File: src/rtl/inv_mix_columns_seq.sv
// inv_mix_columns_seq: iterative AES InvMixColumns, one shared column mixer over four cycles, with bypass.
module mix_column_helper (
  input  logic [31:0] col_in,
  output logic [31:0] col_out
);
  function automatic logic [7:0] xt(input logic [7:0] b);
    return {b[6:0], 1'b0} ^ (b[7] ? 8'h1b : 8'h00);
  endfunction
  logic [7:0] a [4];
  logic [7:0] m9 [4], mb [4], md [4], me [4];
  always_comb begin
    for (int i = 0; i < 4; i++) begin
      a[i] = col_in[31-8*i -: 8];
      m9[i] = xt(xt(xt(a[i]))) ^ a[i];
      mb[i] = m9[i] ^ xt(a[i]);
      md[i] = m9[i] ^ xt(xt(a[i]));
      me[i] = xt(xt(xt(a[i]))) ^ xt(xt(a[i])) ^ xt(a[i]);
    end
    col_out = {me[0] ^ mb[1] ^ md[2] ^ m9[3],
               m9[0] ^ me[1] ^ mb[2] ^ md[3],
               md[0] ^ m9[1] ^ me[2] ^ mb[3],
               mb[0] ^ md[1] ^ m9[2] ^ me[3]};
  end
endmodule

module inv_mix_columns_seq (
  input  logic         clk,
  input  logic         rst,
  input  logic         start,
  input  logic         bypass,
  input  logic [127:0] state_in,
  output logic         ready,
  output logic         busy,
  output logic         done,
  output logic [127:0] state_out
);
  typedef enum logic [1:0] {IDLE, RUN, DONE} fsm_t;
  fsm_t state, state_next;
  logic [1:0] col;
  logic [127:0] work;
  logic [31:0] mixed;
  mix_column_helper u_mix (.col_in(work[{~col, 5'b0} +: 32]), .col_out(mixed));
  always_comb begin
    state_next = (state == RUN) ? ((col == 2'd3) ? DONE : RUN)
               : start ? (bypass ? DONE : RUN) : IDLE;
    ready = (state != RUN);
    busy = (state == RUN);
    done = (state == DONE);
  end
  always_ff @(posedge clk) begin
    if (rst) begin
      state <= IDLE;
      col <= 2'd0;
      work <= '0;
      state_out <= '0;
    end else begin
      state <= state_next;
      if (state == RUN) begin
        work[{~col, 5'b0} +: 32] <= mixed;
        col <= col + 2'd1;
        if (col == 2'd3) state_out <= {work[127:32], mixed};
      end else if (start) begin
        if (bypass) state_out <= state_in;
        else begin
          work <= state_in;
          col <= 2'd0;
        end
      end
    end
  end
endmodule

File: config.mk
export PLATFORM = sky130hd
export DESIGN_NAME = inv_mix_columns_seq
export DESIGN_NICKNAME = d
export VERILOG_FILES = /design/src/rtl/inv_mix_columns_seq.sv
export SDC_FILE = /design/constraint.sdc
export NUM_CORES = 1
export LEC_CHECK = 0
export BUFFER_PORTS_ARGS = -buffer_cell sky130_fd_sc_hd__buf_2
export CAP_MARGIN = 20
export CORE_MARGIN = 2
export CORE_UTILIZATION = 45
export DETAILED_ROUTE_END_ITERATION = 8
export PLACE_DENSITY_LB_ADDON = 0.05
export SLEW_MARGIN = 20
export SYNTH_ARGS = -nofsm -noshare
export SYNTH_HDL_FRONTEND = slang
export SYNTH_SLANG_ARGS = --single-unit
File: constraint.sdc
create_clock -name clk -period 6.1 [get_ports clk]
set_input_delay 0.61 -clock clk [delete_from_list [all_inputs] [get_ports clk]]
set_output_delay 0.61 -clock clk [all_outputs]
set_load 0.02 [all_outputs]
==> reports/results.md <==
* **CTS Buffer Depth** 3
* **worst clock skew** 0.0228 ns
* **critical path, cell by cell** mux4_1, xor3_2, xnor3_2, xnor2_1, xnor2_1, nand2_1, a311oi_1
* **type of origin of the critical path** register
* **vias in the first global route** 12300
* **Cell Pwr Density** 519 nW/um2
* **Unique masters post-synth** 52
* **post-synthesis sequential element count** 260
* **post-route insts no fill** 2150
* **dominant synthesized flop cell** sky130_fd_sc_hd__dfxtp_1
* **I/O pin count** 263
* **number of cells upsized or downsized after cts** 0
* **maxcap violations** 0
* **largest net degree at the start of global routing** 123
* **fraction of synthesized cell area taken by the top area cell type** 36.9%
* **leading cell types by total area after synthesis** sky130_fd_sc_hd__dfxtp_1 (37%), sky130_fd_sc_hd__a311oi_1 (7.6%), sky130_fd_sc_hd__nor2_1 (7.5%)
* **number of DRC markers after the initial detailed-route iteration** 1264
* **CP most frequent cell** sky130_fd_sc_hd__xnor2_1
* **Max stage delay on crit path** 0.96 ns
* **Syn Area/Cell** 9.06 um2
* **setup_tns** 0 ns
* **most frequently used cell type in the post-synthesis netlist** sky130_fd_sc_hd__nor2_1
* **setup violation total in the final timing report** 0
* **insertion delay to the later sink of the worst-skew pair** 0.57 ns
* **global-route wire length before repair** 85600 um
* **post-layout instance area** 16500 um2
* **DP Cell Count** 2097
* **shortest period the worst path allows** 4.45 ns
* **fraction of synthesis flops using an asynchronous set or reset pin** 0%
* **post-synthesis cell count** 1559
* **kind of critical path** register to register
* **CTS tree** built
* **met2 usage** 57.4%
* **H-tree lvl count** 1
* **GR Util All Layers** 35.3%
* **floorplan row count** 64
* **sequential fraction of the synthesis area** 36.9%
* **clock root buffer master** sky130_fd_sc_hd__clkbuf_16
* **chip height** 181 um
* **count of TritonRoute iterations in the first routing pass** 5
* **clock slew at reported path FFs** 0.07 ns
* **Post-route DRC** 0
* **nature of the critical path endpoint** register
* **final estimated routing congestion in global placement** 1.01
* **fin worst setup slack** 1.65 ns
* **most crowded layer after global routing** met2
* **number of enable flip-flop cells after synthesis** 0
* **Slowest cell on crit path** sky130_fd_sc_hd__xnor2_1
* **Die ar.** 32800 um2
* **Inserted Diodes** 0
* **area growth from synthesis to final layout** 16.7%
* **final clock period utilization by the worst path** 73.0%
* **Max transition margin** 17.3%
* **wire length after detailed routing** 59000 um
* **Initial Utilization** 45.9%
* **NumNets Final** 1868
* **count of buffers from port buffering** 262
* **overall power consumption** 8.55 mW
* **Antenna Nets Post-Route** 0
* **CP required** 6.55 ns
* **clk sinks** 260
* **Post-synth top cells** sky130_fd_sc_hd__nor2_1 (283), sky130_fd_sc_hd__dfxtp_1 (260), sky130_fd_sc_hd__nand2_1 (257)
* **reg2reg setup slack** 1.65 ns
* **Warnings, synthesis** 0
* **Slew Viols, Final** 0
* **leakage power of the design** 6.77 nW
* **post-CTS setup buffers** 0
* **net count after synthesis** 1695
* **Die X-Extent** 181 um
* **maximum VDD drop** 0.391 mV
* **proportion of layout cells with a drive suffix above 1** 23.5%
* **remaining global-route overflow** 0
* **highest fanout seen on the critical path** 22
* **met1 capacity usage during global routing** 48.7%
* **average detailed-routed wire length per instance** 27.4 um
* **min-delay worst type** input port to register
* **Synth area leader** sky130_fd_sc_hd__dfxtp_1
* **area of the mapped netlist** 14100 um2
* **Core Footprint** 30700 um2
* **slew at the pin with the worst max-slew slack** 1.23 ns
* **GRT met3 Usage** 4.90%
* **post-detailed-route via-to-cell ratio** 6.01
* **highest achievable clock rate** 225 MHz
* **vias after detailed routing** 12929
* **pre-CTS setup slack** 1.85 ns
* **post-place instance area** 15500 um2
* **run status** finished clean
* **half-perimeter wire length of the detailed placement result** 43500 um
* **Inserted Clock Buffers** 29
* **final hold viol count** 0
* **unrepaired setup endpoints after global routing** no
* **antenna violations before repair** 0
* **worst path arrival time** 4.91 ns
* **final-layout fill cell count** 2945
* **hold-fix buffer count after cts** 0
-- path summary, 6_finish.rpt --
check,cells after the start,end,start
worst max register to register,7,state_out[13]$_SDFFE_PP0P_,col[1]$_SDFFE_PP0P_
worst min register to register,2,state_out[104]$_SDFFE_PP0P_,state_out[104]$_SDFFE_PP0P_
worst max-delay path,7,state_out[13]$_SDFFE_PP0P_,col[1]$_SDFFE_PP0P_
worst min-delay path,3,state_out[98]$_SDFFE_PP0P_,state_in[98]
-- placed cells by master (no fill, tap or decap), drive strengths merged, types with 2 or more instances in the layout --
cell      n
inv       3
a21oi    28
buf     285
a31oi     2
nor2b     2
o21a      8
a211oi    8
o211ai   73
bufinv    2
o221a     3
nand2   257
xor2     18
clkinv    5
xor3     12
dfxtp   260
o22a      7
xnor2    96
nor3     11
clkbuf   46
and2      2
a21o      3
mux4     32
xnor3    44
a221oi   12
nand2b    9
nand3     3
ha        4
nor2    283
a311oi  133
o21ai    93
-- through the flow --
step / hold WS [ns] / util [%]
floorplan: 0.452 / -
global placement: 0.479 / 50.4
detailed placement: 0.483 / 50.4
CTS: 0.334 / 53.6
global route: 0.351 / 53.6
finish: 0.335 / 53.6
-- critical path: cells and delay by family (launching register included) --
| kind | cells | cell delay (ns) |
|---|---|---|
| flops | 1 | 0.91 |
| xor+xnor | 4 | 2.32 |
| compound gates | 1 | 0.29 |
| simple gates | 1 | 0.12 |
| mux | 1 | 0.69 |
-- report_power, final --
group          switching (mW)  internal (mW)  total (mW)  leakage, nW
Sequential              0.168           1.84        2.01         2.14
Clock                   0.739           1.06        1.80        0.473
Combinational            3.25           1.51        4.75         4.16
-- logic make-up after synthesis --
kind of cell	after synthesis	share of synthesized area (%)
AND/OR/NAND/NOR	574	15.8
AO/OA/AOI/OAI	372	19.7
flip-flops	260	36.9
XOR/XNOR	170	17.5
buffers and inverters	147	4.67
multiplexers	32	5.18
adder cells (fa/ha/maj)	4	0.354
-- area by class of cell --
cell class | count | area, um2 | share of cell area [%]
multi-input cells | 1152 | 8290 | 50.3
flip-flops and latches | 260 | 5210 | 31.6
repair buffers | 286 | 1500 | 9.13
clock buffers | 45 | 866 | 5.26
well taps | 396 | 495 | 3.01
clock inverters | 8 | 100 | 0.608
inverters | 3 | 12.5 | 0.0759
-- sequential cells by signal, summed over array words and instances (netlist names) --
register / count
state: 2
state_out: 128
work: 128
col: 2
-- layer usage --
metal / routed length [um] / vias to the layer above
li1: - / 5894
met2: 27200 / 561
met1: 25100 / 6379
met5: 0 / -
met4: 2140 / 0
met3: 4440 / 95
Note: power is estimated with default switching activity, not from simulation.
